**src/rtl/trap_csr_pkg.sv**
```systemverilog
// ---------------------------------------------------------------------------
// trap_csr_pkg
// Shared constants for the machine-mode trap CSR block: CSR addresses,
// mcause codes, mstatus bit positions and a helper that assembles the
// architecturally visible mstatus word from the two implemented bits.
// ---------------------------------------------------------------------------
package trap_csr_pkg;

   // CSR addresses
   localparam logic [11:0] CSR_MSTATUS     = 12'h300;
   localparam logic [11:0] CSR_MTVEC       = 12'h305;
   localparam logic [11:0] CSR_MEPC        = 12'h341;
   localparam logic [11:0] CSR_MCAUSE      = 12'h342;
   localparam logic [11:0] CSR_MTIMECMP_LO = 12'h7C0;
   localparam logic [11:0] CSR_MTIMECMP_HI = 12'h7C1;
   localparam logic [11:0] CSR_TIME        = 12'hC01;
   localparam logic [11:0] CSR_TIMEH       = 12'hC81;

   // mcause codes
   localparam logic [31:0] EXC_ILLEGAL = 32'h0000_0002;
   localparam logic [31:0] EXC_ECALL_M = 32'h0000_000B;
   localparam logic [31:0] INT_EXT_M   = 32'h8000_000B;
   localparam logic [31:0] INT_TIMER_M = 32'h8000_0007;

   // mstatus layout
   localparam int          MSTATUS_MIE_BIT  = 3;
   localparam int          MSTATUS_MPIE_BIT = 7;
   localparam int          MSTATUS_MPP_LSB  = 11;
   localparam logic [1:0]  MSTATUS_MPP_M    = 2'b11;

   // Only MIE/MPIE are stored; MPP is hardwired to machine mode.
   function automatic logic [31:0] mstatus_pack(input logic mie, input logic mpie);
      logic [31:0] w;
      w = '0;
      w[MSTATUS_MIE_BIT]                    = mie;
      w[MSTATUS_MPIE_BIT]                   = mpie;
      w[MSTATUS_MPP_LSB+1:MSTATUS_MPP_LSB]  = MSTATUS_MPP_M;
      return w;
   endfunction

endpackage

```
**src/rtl/trap_csr_unit_frc_timer.sv**
```systemverilog
// ---------------------------------------------------------------------------
// frc_timer
// 64-bit free-running counter (mtime) with a 64-bit compare register
// (mtimecmp) and a registered unsigned "mtimecmp <= mtime" flag.
// Reading the low half of time snapshots the high half so a following
// timeh read returns a value coherent with the earlier low read.
//
// Ports:
//   clk, rst_n      clock, asynchronous active-low reset
//   i_cmp_lo_we     write mtimecmp[31:0]  with i_wdata
//   i_cmp_hi_we     write mtimecmp[63:32] with i_wdata
//   i_wdata         write data
//   i_snap_re       capture mtime[63:32] into the timeh snapshot
//   o_mtime_lo      live mtime[31:0]
//   o_timeh_snap    captured mtime[63:32]
//   o_mtimecmp      current mtimecmp
//   o_leq           registered (mtimecmp <= mtime)
// ---------------------------------------------------------------------------
module frc_timer (
   input  logic        clk,
   input  logic        rst_n,
   input  logic        i_cmp_lo_we,
   input  logic        i_cmp_hi_we,
   input  logic [31:0] i_wdata,
   input  logic        i_snap_re,
   output logic [31:0] o_mtime_lo,
   output logic [31:0] o_timeh_snap,
   output logic [63:0] o_mtimecmp,
   output logic        o_leq
);

   logic [63:0] r_mtime;
   logic [63:0] r_mtimecmp;
   logic [31:0] r_timeh_snap;
   logic        r_leq;

   // Counter wraps naturally from all-ones to zero.
   always_ff @(posedge clk or negedge rst_n) begin
      if (!rst_n) begin
         r_mtime <= '0;
      end else begin
         r_mtime <= r_mtime + 64'd1;
      end
   end

   // Halves are written independently; there is no atomic 64-bit update.
   always_ff @(posedge clk or negedge rst_n) begin
      if (!rst_n) begin
         r_mtimecmp <= '1;
      end else begin
         if (i_cmp_lo_we) r_mtimecmp[31:0]  <= i_wdata;
         if (i_cmp_hi_we) r_mtimecmp[63:32] <= i_wdata;
      end
   end

   always_ff @(posedge clk or negedge rst_n) begin
      if (!rst_n) begin
         r_timeh_snap <= '0;
      end else if (i_snap_re) begin
         r_timeh_snap <= r_mtime[63:32];
      end
   end

   // Compare uses the current register values, so the flag lags the
   // mtime/mtimecmp state by one cycle.
   always_ff @(posedge clk or negedge rst_n) begin
      if (!rst_n) begin
         r_leq <= 1'b0;
      end else begin
         r_leq <= (r_mtimecmp <= r_mtime);
      end
   end

   assign o_mtime_lo   = r_mtime[31:0];
   assign o_timeh_snap = r_timeh_snap;
   assign o_mtimecmp   = r_mtimecmp;
   assign o_leq        = r_leq;

endmodule

```
**src/rtl/trap_csr_unit.sv**
```systemverilog
// ---------------------------------------------------------------------------
// trap_csr_unit
// Machine-mode trap CSRs (mstatus.MIE/MPIE, mtvec, mepc, mcause) plus the
// interrupt sources (synchronized external interrupt, timer compare)
// consumed by the PC stage. Trap entry and mret commit on cpu_stat_pc.
//
// Ports:
//   clk, rst_n              clock, asynchronous active-low reset
//   cpu_stat_pc             PC-update strobe (commit point)
//   csr_re/csr_we           CSR read strobe (timeh snapshot) / write enable
//   csr_adr/csr_wdata       CSR address / write data
//   csr_rdata               combinational read data, 0 when unmapped
//   ext_interrupt           asynchronous external interrupt level
//   ecall_condition_ex      ecall in EX
//   g_exception             illegal-instruction exception
//   cmd_mret_ex             mret in EX
//   interrupts_in_pc_state  PC stage taking an interrupt this strobe
//   pc_excep                return address [31:2] for mepc
//   csr_rmie                mstatus.MIE
//   g_interrupt             synchronized external interrupt level
//   g_interrupt_1shot       rising-edge pulse of g_interrupt
//   frc_cntr_val_leq        registered mtimecmp <= mtime
//   csr_mtvec_ex            mtvec[31:2]
//   csr_mepc_ex             mepc[31:2]
// ---------------------------------------------------------------------------
module trap_csr_unit
   import trap_csr_pkg::*;
#(
   parameter logic [29:0] MTVEC_INIT = 30'h0
) (
   input  logic        clk,
   input  logic        rst_n,
   input  logic        cpu_stat_pc,
   input  logic        csr_re,
   input  logic        csr_we,
   input  logic [11:0] csr_adr,
   input  logic [31:0] csr_wdata,
   output logic [31:0] csr_rdata,
   input  logic        ext_interrupt,
   input  logic        ecall_condition_ex,
   input  logic        g_exception,
   input  logic        cmd_mret_ex,
   input  logic        interrupts_in_pc_state,
   input  logic [29:0] pc_excep,
   output logic        csr_rmie,
   output logic        g_interrupt,
   output logic        g_interrupt_1shot,
   output logic        frc_cntr_val_leq,
   output logic [29:0] csr_mtvec_ex,
   output logic [29:0] csr_mepc_ex
);

   logic        r_mie;
   logic        r_mpie;
   logic [29:0] r_mtvec;
   logic [29:0] r_mepc;
   logic [31:0] r_mcause;
   logic        r_ext_pend;
   logic        r_sync1;
   logic        r_sync2;
   logic        r_sync3;

   logic        w_trap;
   logic        w_mret;
   logic        w_int_entry;
   logic        w_oneshot;
   logic [31:0] w_cause;
   logic [31:0] w_rdata;
   logic        w_we_mstatus;
   logic        w_we_mtvec;
   logic        w_we_mepc;
   logic        w_we_mcause;
   logic        w_we_cmp_lo;
   logic        w_we_cmp_hi;
   logic        w_snap_re;
   logic [31:0] w_mtime_lo;
   logic [31:0] w_timeh_snap;
   logic [63:0] w_mtimecmp;
   logic        w_leq;

   // ------------------------------------------------------------------
   // Commit events and write decode
   // ------------------------------------------------------------------
   assign w_trap      = cpu_stat_pc & (g_exception | ecall_condition_ex | interrupts_in_pc_state);
   // Trap entry overrides an mret presented in the same strobe.
   assign w_mret      = cpu_stat_pc & cmd_mret_ex & ~w_trap;
   assign w_int_entry = cpu_stat_pc & interrupts_in_pc_state;

   assign w_we_mstatus = csr_we & (csr_adr == CSR_MSTATUS);
   assign w_we_mtvec   = csr_we & (csr_adr == CSR_MTVEC);
   assign w_we_mepc    = csr_we & (csr_adr == CSR_MEPC);
   assign w_we_mcause  = csr_we & (csr_adr == CSR_MCAUSE);
   assign w_we_cmp_lo  = csr_we & (csr_adr == CSR_MTIMECMP_LO);
   assign w_we_cmp_hi  = csr_we & (csr_adr == CSR_MTIMECMP_HI);
   assign w_snap_re    = csr_re & (csr_adr == CSR_TIME);

   // Cause priority: exception > ecall > external > timer.
   always_comb begin
      w_cause = INT_TIMER_M;
      if (g_exception)             w_cause = EXC_ILLEGAL;
      else if (ecall_condition_ex) w_cause = EXC_ECALL_M;
      else if (r_ext_pend)         w_cause = INT_EXT_M;
   end

   // ------------------------------------------------------------------
   // mstatus: trap entry > mret > CSR write
   // ------------------------------------------------------------------
   always_ff @(posedge clk or negedge rst_n) begin
      if (!rst_n) begin
         r_mie  <= 1'b0;
         r_mpie <= 1'b0;
      end else if (w_trap) begin
         r_mpie <= r_mie;
         r_mie  <= 1'b0;
      end else if (w_mret) begin
         r_mie  <= r_mpie;
         r_mpie <= 1'b1;
      end else if (w_we_mstatus) begin
         r_mie  <= csr_wdata[MSTATUS_MIE_BIT];
         r_mpie <= csr_wdata[MSTATUS_MPIE_BIT];
      end
   end

   // mtvec is never touched by a trap, so writes always land.
   always_ff @(posedge clk or negedge rst_n) begin
      if (!rst_n) begin
         r_mtvec <= MTVEC_INIT;
      end else if (w_we_mtvec) begin
         r_mtvec <= csr_wdata[31:2];
      end
   end

   always_ff @(posedge clk or negedge rst_n) begin
      if (!rst_n) begin
         r_mepc <= '0;
      end else if (w_trap) begin
         r_mepc <= pc_excep;
      end else if (w_we_mepc) begin
         r_mepc <= csr_wdata[31:2];
      end
   end

   always_ff @(posedge clk or negedge rst_n) begin
      if (!rst_n) begin
         r_mcause <= '0;
      end else if (w_trap) begin
         r_mcause <= w_cause;
      end else if (w_we_mcause) begin
         r_mcause <= csr_wdata;
      end
   end

   // ------------------------------------------------------------------
   // External interrupt: 2-flop synchronizer plus one edge-detect flop
   // ------------------------------------------------------------------
   always_ff @(posedge clk or negedge rst_n) begin
      if (!rst_n) begin
         r_sync1 <= 1'b0;
         r_sync2 <= 1'b0;
         r_sync3 <= 1'b0;
      end else begin
         r_sync1 <= ext_interrupt;
         r_sync2 <= r_sync1;
         r_sync3 <= r_sync2;
      end
   end

   assign w_oneshot = r_sync2 & ~r_sync3;

   // Remembers that the pending interrupt came from the external source so
   // the cause can distinguish it from the timer at entry time.
   always_ff @(posedge clk or negedge rst_n) begin
      if (!rst_n) begin
         r_ext_pend <= 1'b0;
      end else if (w_int_entry) begin
         r_ext_pend <= 1'b0;
      end else if (w_oneshot & r_mie) begin
         r_ext_pend <= 1'b1;
      end
   end

   // ------------------------------------------------------------------
   // Timer
   // ------------------------------------------------------------------
   frc_timer u_timer (
      .clk          (clk),
      .rst_n        (rst_n),
      .i_cmp_lo_we  (w_we_cmp_lo),
      .i_cmp_hi_we  (w_we_cmp_hi),
      .i_wdata      (csr_wdata),
      .i_snap_re    (w_snap_re),
      .o_mtime_lo   (w_mtime_lo),
      .o_timeh_snap (w_timeh_snap),
      .o_mtimecmp   (w_mtimecmp),
      .o_leq        (w_leq)
   );

   // ------------------------------------------------------------------
   // Read mux
   // ------------------------------------------------------------------
   always_comb begin
      w_rdata = '0;
      case (csr_adr)
         CSR_MSTATUS:     w_rdata = mstatus_pack(r_mie, r_mpie);
         CSR_MTVEC:       w_rdata = {r_mtvec, 2'b00};
         CSR_MEPC:        w_rdata = {r_mepc, 2'b00};
         CSR_MCAUSE:      w_rdata = r_mcause;
         CSR_MTIMECMP_LO: w_rdata = w_mtimecmp[31:0];
         CSR_MTIMECMP_HI: w_rdata = w_mtimecmp[63:32];
         CSR_TIME:        w_rdata = w_mtime_lo;
         CSR_TIMEH:       w_rdata = w_timeh_snap;
         default:         w_rdata = '0;
      endcase
   end

   assign csr_rdata         = w_rdata;
   assign csr_rmie          = r_mie;
   assign g_interrupt       = r_sync2;
   assign g_interrupt_1shot = w_oneshot;
   assign frc_cntr_val_leq  = w_leq;
   assign csr_mtvec_ex      = r_mtvec;
   assign csr_mepc_ex       = r_mepc;

endmodule
```
**config.mk**
```make
export PLATFORM = sky130hd
export DESIGN_NAME = trap_csr_unit
export DESIGN_NICKNAME = d
export VERILOG_FILES = /design/src/rtl/trap_csr_pkg.sv /design/src/rtl/trap_csr_unit_frc_timer.sv /design/src/rtl/trap_csr_unit.sv
export SDC_FILE = /design/constraint.sdc
export NUM_CORES = 1
export LEC_CHECK = 0
export BUFFER_PORTS_ARGS = -buffer_cell sky130_fd_sc_hd__buf_2
export CAP_MARGIN = 20
export CORE_MARGIN = 3
export CORE_UTILIZATION = 55
export CTS_CLUSTER_SIZE = 8
export DETAILED_ROUTE_END_ITERATION = 10
export PLACE_DENSITY_LB_ADDON = 0.05
export SKIP_LAST_GASP = 1
export SLEW_MARGIN = 20
export SYNTH_ARGS = -nofsm -noshare
export SYNTH_HDL_FRONTEND = slang
export SYNTH_HIERARCHICAL = 1
export SYNTH_SLANG_ARGS = --single-unit
```
**constraint.sdc**
```tcl
create_clock -name clk -period 2.5 [get_ports clk]
set_input_delay 0 -clock clk [delete_from_list [all_inputs] [get_ports clk]]
set_output_delay 0 -clock clk [all_outputs]
set_load 0.02 [all_outputs]
```
== Word-level counts from Yosys, hierarchy flattened ==
Cells that the tools add are included.

* Reduce and logical (&&, ||, !) cells: 4
* Add/subtract/negate cells: 1
* Magnitude comparators: 1
* Multiplexer cells: 16
* Equality and inequality tests: 8
* Bitwise operators: 17

{| class="wikitable"
|+ Operator list
! kind !! number
|-
| case mux 32 bit (8 select lines) || 1
|-
| two-way mux 32 bit || 4
|-
| adder 64 x 1 -> 64 bit, second input constant || 1
|-
| <= comparator 64 bit || 1
|-
| two-way mux 30 bit || 2
|-
| equality test 12 x 10 -> 1 bit, second input constant || 4
|-
| equality test 12 x 11 -> 1 bit, second input constant || 2
|-
| equality test 12 bit, second input constant || 2
|-
| AND 1 bit || 13
|-
| two-way mux 1 bit || 8
|-
| nonzero test 2 bit || 3
|-
| two-way mux 4 bit || 1
|-
| nonzero test 3 bit || 1
|-
| NOT 1 bit || 2
|-
| OR 1 bit || 2
|}

* Logic and storage cells: 61
* Bits in registers: 259
* Input bits: 84

== Longest topological paths before layout ==
* Word-level depth: 7
* Gate-level depth with buffers: 10
* Gate-level depth less buffers: 8

== Cells and area by module ==
Netlist, hierarchy kept.

{| class="wikitable"
|+ Modules (own cells, without submodules)
! module !! instances !! area an instance (sq um) !! cells each
|-
| frc_timer || 1 || 8,301.7 || 707
|-
| trap_csr_unit || 1 || 5,974.5 || 592
|}

== Least setup slack after synthesis ==
Ideal clock, no wire load.

* Path type: input to register
* From: input port csr_adr[1]
* To: register u_timer.r_timeh_snap[10] (netlist: u_timer/o_timeh_snap[10])
* Library setup time: 125 ps
* Path slack: 331 ps
* Stages: 8
* Data arrival time: 2,044 ps
* Path buffers: 4
* Data required time: 2,375 ps
* Cells stage by stage: buf_2 > nor4b_2 > nand2_1 > clkbuf_1 > nor3b_1 > clkbuf_1 > buf_1 > mux2_2

* Cells in the longest elaborated chain, start to end: 2

{| class="wikitable"
|+ Ends and longest elaborated chain
! element !! RTL line !! source
|-
| start: declaration || trap_csr_unit.sv:36 || <nowiki>input logic [11:0] csr_adr,</nowiki>
|-
| equality test 12 bit || trap_csr_unit.sv:95 || <nowiki>assign w_snap_re = csr_re & (csr_adr == CSR_TIME);</nowiki>
|-
| AND 1 bit || trap_csr_unit.sv:95 ||
|-
| net w_snap_re || trap_csr_unit.sv:75 || <nowiki>logic w_snap_re;</nowiki>
|-
| end signal: assignment || trap_csr_unit_frc_timer.sv:60 || <nowiki>r_timeh_snap <= r_mtime[63:32];</nowiki>
|-
| end: declaration || trap_csr_unit_frc_timer.sv:34 || <nowiki>logic [31:0] r_timeh_snap;</nowiki>
|}

The timed path passes the listed nets, and every way through them passes these cells.
A chain may end at the register's enable or synchronous reset.

== Worst setup path in the final report ==
* From: register u_timer.r_mtime[28]
* To: register u_timer.r_leq (netlist: u_timer/o_leq)

* Cells in the longest elaborated chain, start to end: 1

{| class="wikitable"
|+ Ends and longest elaborated chain
! element !! RTL line !! source
|-
| start: declaration || trap_csr_unit_frc_timer.sv:32 || <nowiki>logic [63:0] r_mtime;</nowiki>
|-
| start signal: assignment || trap_csr_unit_frc_timer.sv:42 || <nowiki>r_mtime <= r_mtime + 64'd1;</nowiki>
|-
| <= comparator 64 bit || trap_csr_unit_frc_timer.sv:70 || <nowiki>r_leq <= (r_mtimecmp <= r_mtime);</nowiki>
|-
| end signal: assignment || trap_csr_unit_frc_timer.sv:70 ||
|-
| end: declaration || trap_csr_unit_frc_timer.sv:35 || <nowiki>logic r_leq;</nowiki>
|}

Every way passes these cells.

==> results.toml <==
[status]
status = "completed"

[clock_tree]
cts-root-buf = "clkbuf_16"
cts_buffer_depth = 3
clock_latency_ns = 0.52
clk_pin_slew_ns = 0.05
cts.sinks = 259
cts_tree = "yes"
ctsHtreeMaxLevel = 2
cts_made_buffers = 38
post_cts_buffers = 0

[setup_path]
reg2reg_depth = 8
max_stage_delay_ns = 0.52
critPathMaxFanout = 4
cp.buffers_inverters = 1
reg2reg_from = "u_timer/r_mtime[28]"
crit_chain = "inv_1 -> ha_1 -> nand4_1 -> nor4_1 -> a221o_1 -> o311ai_0 -> o2111ai_1 -> o21bai_1"
r2r_slack_ns = 0.07
crit_family = "simple AND/OR/NAND/NOR gates"
timing.rr.end = "u_timer/o_leq"
crit_end = "u_timer/o_leq"
slowest_stage = "nor4_1"
crit_type = "reg2reg"
crit_arrival_ns = 2.82
worstPathRequired_ns = 2.89
start_kind = "flop"
worst_setup_path_end_kind = "flop"
critPathLaunch = "u_timer/r_mtime[28]"
path_depth = 8

[die]
rows = 58
die_h_um = 167.1
core-area_um2 = 25330
io_pins = 180
die_w_um = 167.1
initial_utilization_pct = 56.37
die_area_um2 = 27930

[synthesis]
yosys-top-cells-count = "dfrtp_1 (195), mux2_2 (126), mux2i_1 (90)"
synth.most_common_cell = "dfrtp_1"
ys_top_cells_by_area = "dfrtp_1 (34%), dfstp_2 (12%), mux2_2 (9.9%)"
synthCells = 1299
synth_cell_types = 62
synth_top_area_share_pct = 34.18
synth-edff-count = 0
synthFlopType = "dfrtp_1"
synth_area_um2 = 14280
synthesis.nets = 1448
synth_area_per_cell_um2 = 10.99
ys_seq_area_share_pct = 45.96
synth-seq-cells = 259
synthArstFlopShare_pct = 100.0
synth_top_cell_by_area = "dfrtp_1"
ys_warn_count = 6

[power_and_ir_drop]
p_switching_uw = 2484
p_per_area_nw_per_um2 = 575.7
intPower_uw = 7689
p_sw_share_pct = 24.42
sequentialPowerShare_pct = 42.9
irDropWorstVdd_mv = 0.6488
pwr-share-comb_pct = 8.7
clkPwrFrac_pct = 48.4
p_leak_uw = 0.008451

[job]
maxCapViolations = 0

[drt]
wl_met2_um = 19210
route.layer.met1.wl_um = 20290
highest_layer = "met5"
wl_um = 43880
viasPerCell = 6.019
drc = 0
num_vias = 11590
detail_route.iter0.violations = 1154
drt-pass1-iter-count = 6
wl_per_cell_um = 22.79
wl_met3_um = 3323
ant_nets = 0

[grt]
track_usage_pct = 31.31
antenna_found_initial = 1
grt_pass1_wl_um = 69100
grt_pass1_vias = 11760
grt_max_degree = 89
gr-total-overflow = 0

[cells_and_area]
fin_cells = 1925
final-seq-area_um2 = 6561
n_fill_cell = 1839
num_antenna_cells = 0
nets = 1715
multi_input_comb_area_um2 = 6967
syn2layout_area_growth_pct = 23.77
drive_gt1_share_pct = 29.72

[sta]
worstMarginPinSlew_ns = 0.7572
skew_ns = 0.02206
rsz0062_at_grt = "false"
drv_slew = 0
hold_viol_final = 0
finalSetupTns_ns = 0
fin_ws_ns = 0.07349
period_needed_ns = 2.427
max_freq_ghz = 0.4121
finalCritPeriodShare_pct = 97.06
relSlewSlack_pct = 49.35
setup_viol = 0

[placed_design]
gp_congestion = 0.9051
dp_hpwl_um = 30510
place_ws_ns = 0.1287
place_inst = 1752
port_buffers = 179

[hold_path]
hold_path_class = "in2reg"
hold_depth = 4
## tightest hold or removal path, delay by kind of cell
kind                   cells  cell delay (ns)
multiplexers               1             0.15
AND/OR/NAND/NOR            1             0.09
AO/OA/AOI/OAI              1             0.16
buffers and inverters      1             0.15
## stage by stage
stage | hold slack (ns) | power (µW) | instance area [µm²] | utilization, %
after global routing | 0.06525 | 10510 | 17670 | 69.77
after floorplan | -0.2956 | 4735 | 14280 | -
after detailed placement | -0.06604 | 5119 | 15480 | 61.14
final | 0.05739 | 10170 | 17670 | 69.77
after CTS | 0.03535 | 10210 | 17660 | 69.75
after global placement | -0.07444 | 5110 | 15480 | 61.14
## power groups by stage
| stage | Combinational (µW) | Sequential [µW] | Clock, µW |
|---|---|---|---|
| global route | 952 | 4370 | 5180 |
| finish | 883 | 4370 | 4920 |
| CTS | 860 | 4360 | 4990 |
| floorplan | 253 | 4480 | 0 |
| detailed placement | 692 | 4430 | 0 |
| global placement | 685 | 4430 | 0 |
## flip-flops by register name, indices dropped and copies added, names as in the netlist, 30 cells and up
register              flops
r_mcause                 32
u_timer/o_mtimecmp       64
csr_mepc_ex              30
csr_mtvec_ex             30
u_timer/r_mtime          64
u_timer/o_timeh_snap     32
## layout make-up
class / count / share of cell area (%)
Sequential cell: 259 / 37.13
Multi-Input combinational cell: 868 / 39.43
Clock inverter: 3 / 0.3541
Tap cell: 330 / 2.337
Inverter: 71 / 1.508
Clock buffer: 66 / 6.097
Timing Repair Buffer: 328 / 13.14
## timing repair
action / in CTS / in global routing
gates resized for setup: 0 / 1
hold endpoints to repair: 371 / 0
setup endpoints to repair: 0 / 1
hold buffers: 104 / 0
## worst min path at each step
stage | start | to
detailed placement | rst_n | u_timer/r_mtime[5]
CTS | csr_we | r_mcause[13]
floorplan | rst_n | csr_mepc_ex[0]
finish | csr_we | csr_rmie
global placement | rst_n | u_timer/o_timeh_snap[8]
global route | csr_we | r_mpie
## cells by family after synthesis
logic type / synth area share, %
AO/OA/AOI/OAI: 11.02
XOR/XNOR: 3.804
adder cells (fa/ha/maj): 5.697
buffers and inverters: 5.557
flip-flops: 45.96
multiplexers: 16.49
AND/OR/NAND/NOR: 11.48
## layout by cell type (no fill, tap or decap), types with 33 or more instances in the layout
cell type	synthesis	layout
dfstp_2	64	64
xnor2_1	61	61
nand2_1	71	71
mux2_2	126	126
clkbuf_16	0	39
dfrtp_1	195	195
nand3_1	38	38
nor2_1	78	78
ha_1	65	65
mux2i_1	90	90
inv_1	71	71
a21oi_1	59	59
buf_2	18	178
dlygate4sd3_1	0	104
buf_4	33	42
nand4_1	33	33
a22o_1	54	54
## per-layer routing
layer / vias up / GRT usage (%)
met2: 483 / 46.37
met3: 69 / 5.500
met1: 5793 / 47.85
li1: 5239 / -
met5: - / 0
met4: 2 / 8.286
Note: power is estimated with default switching activity, not from simulation.
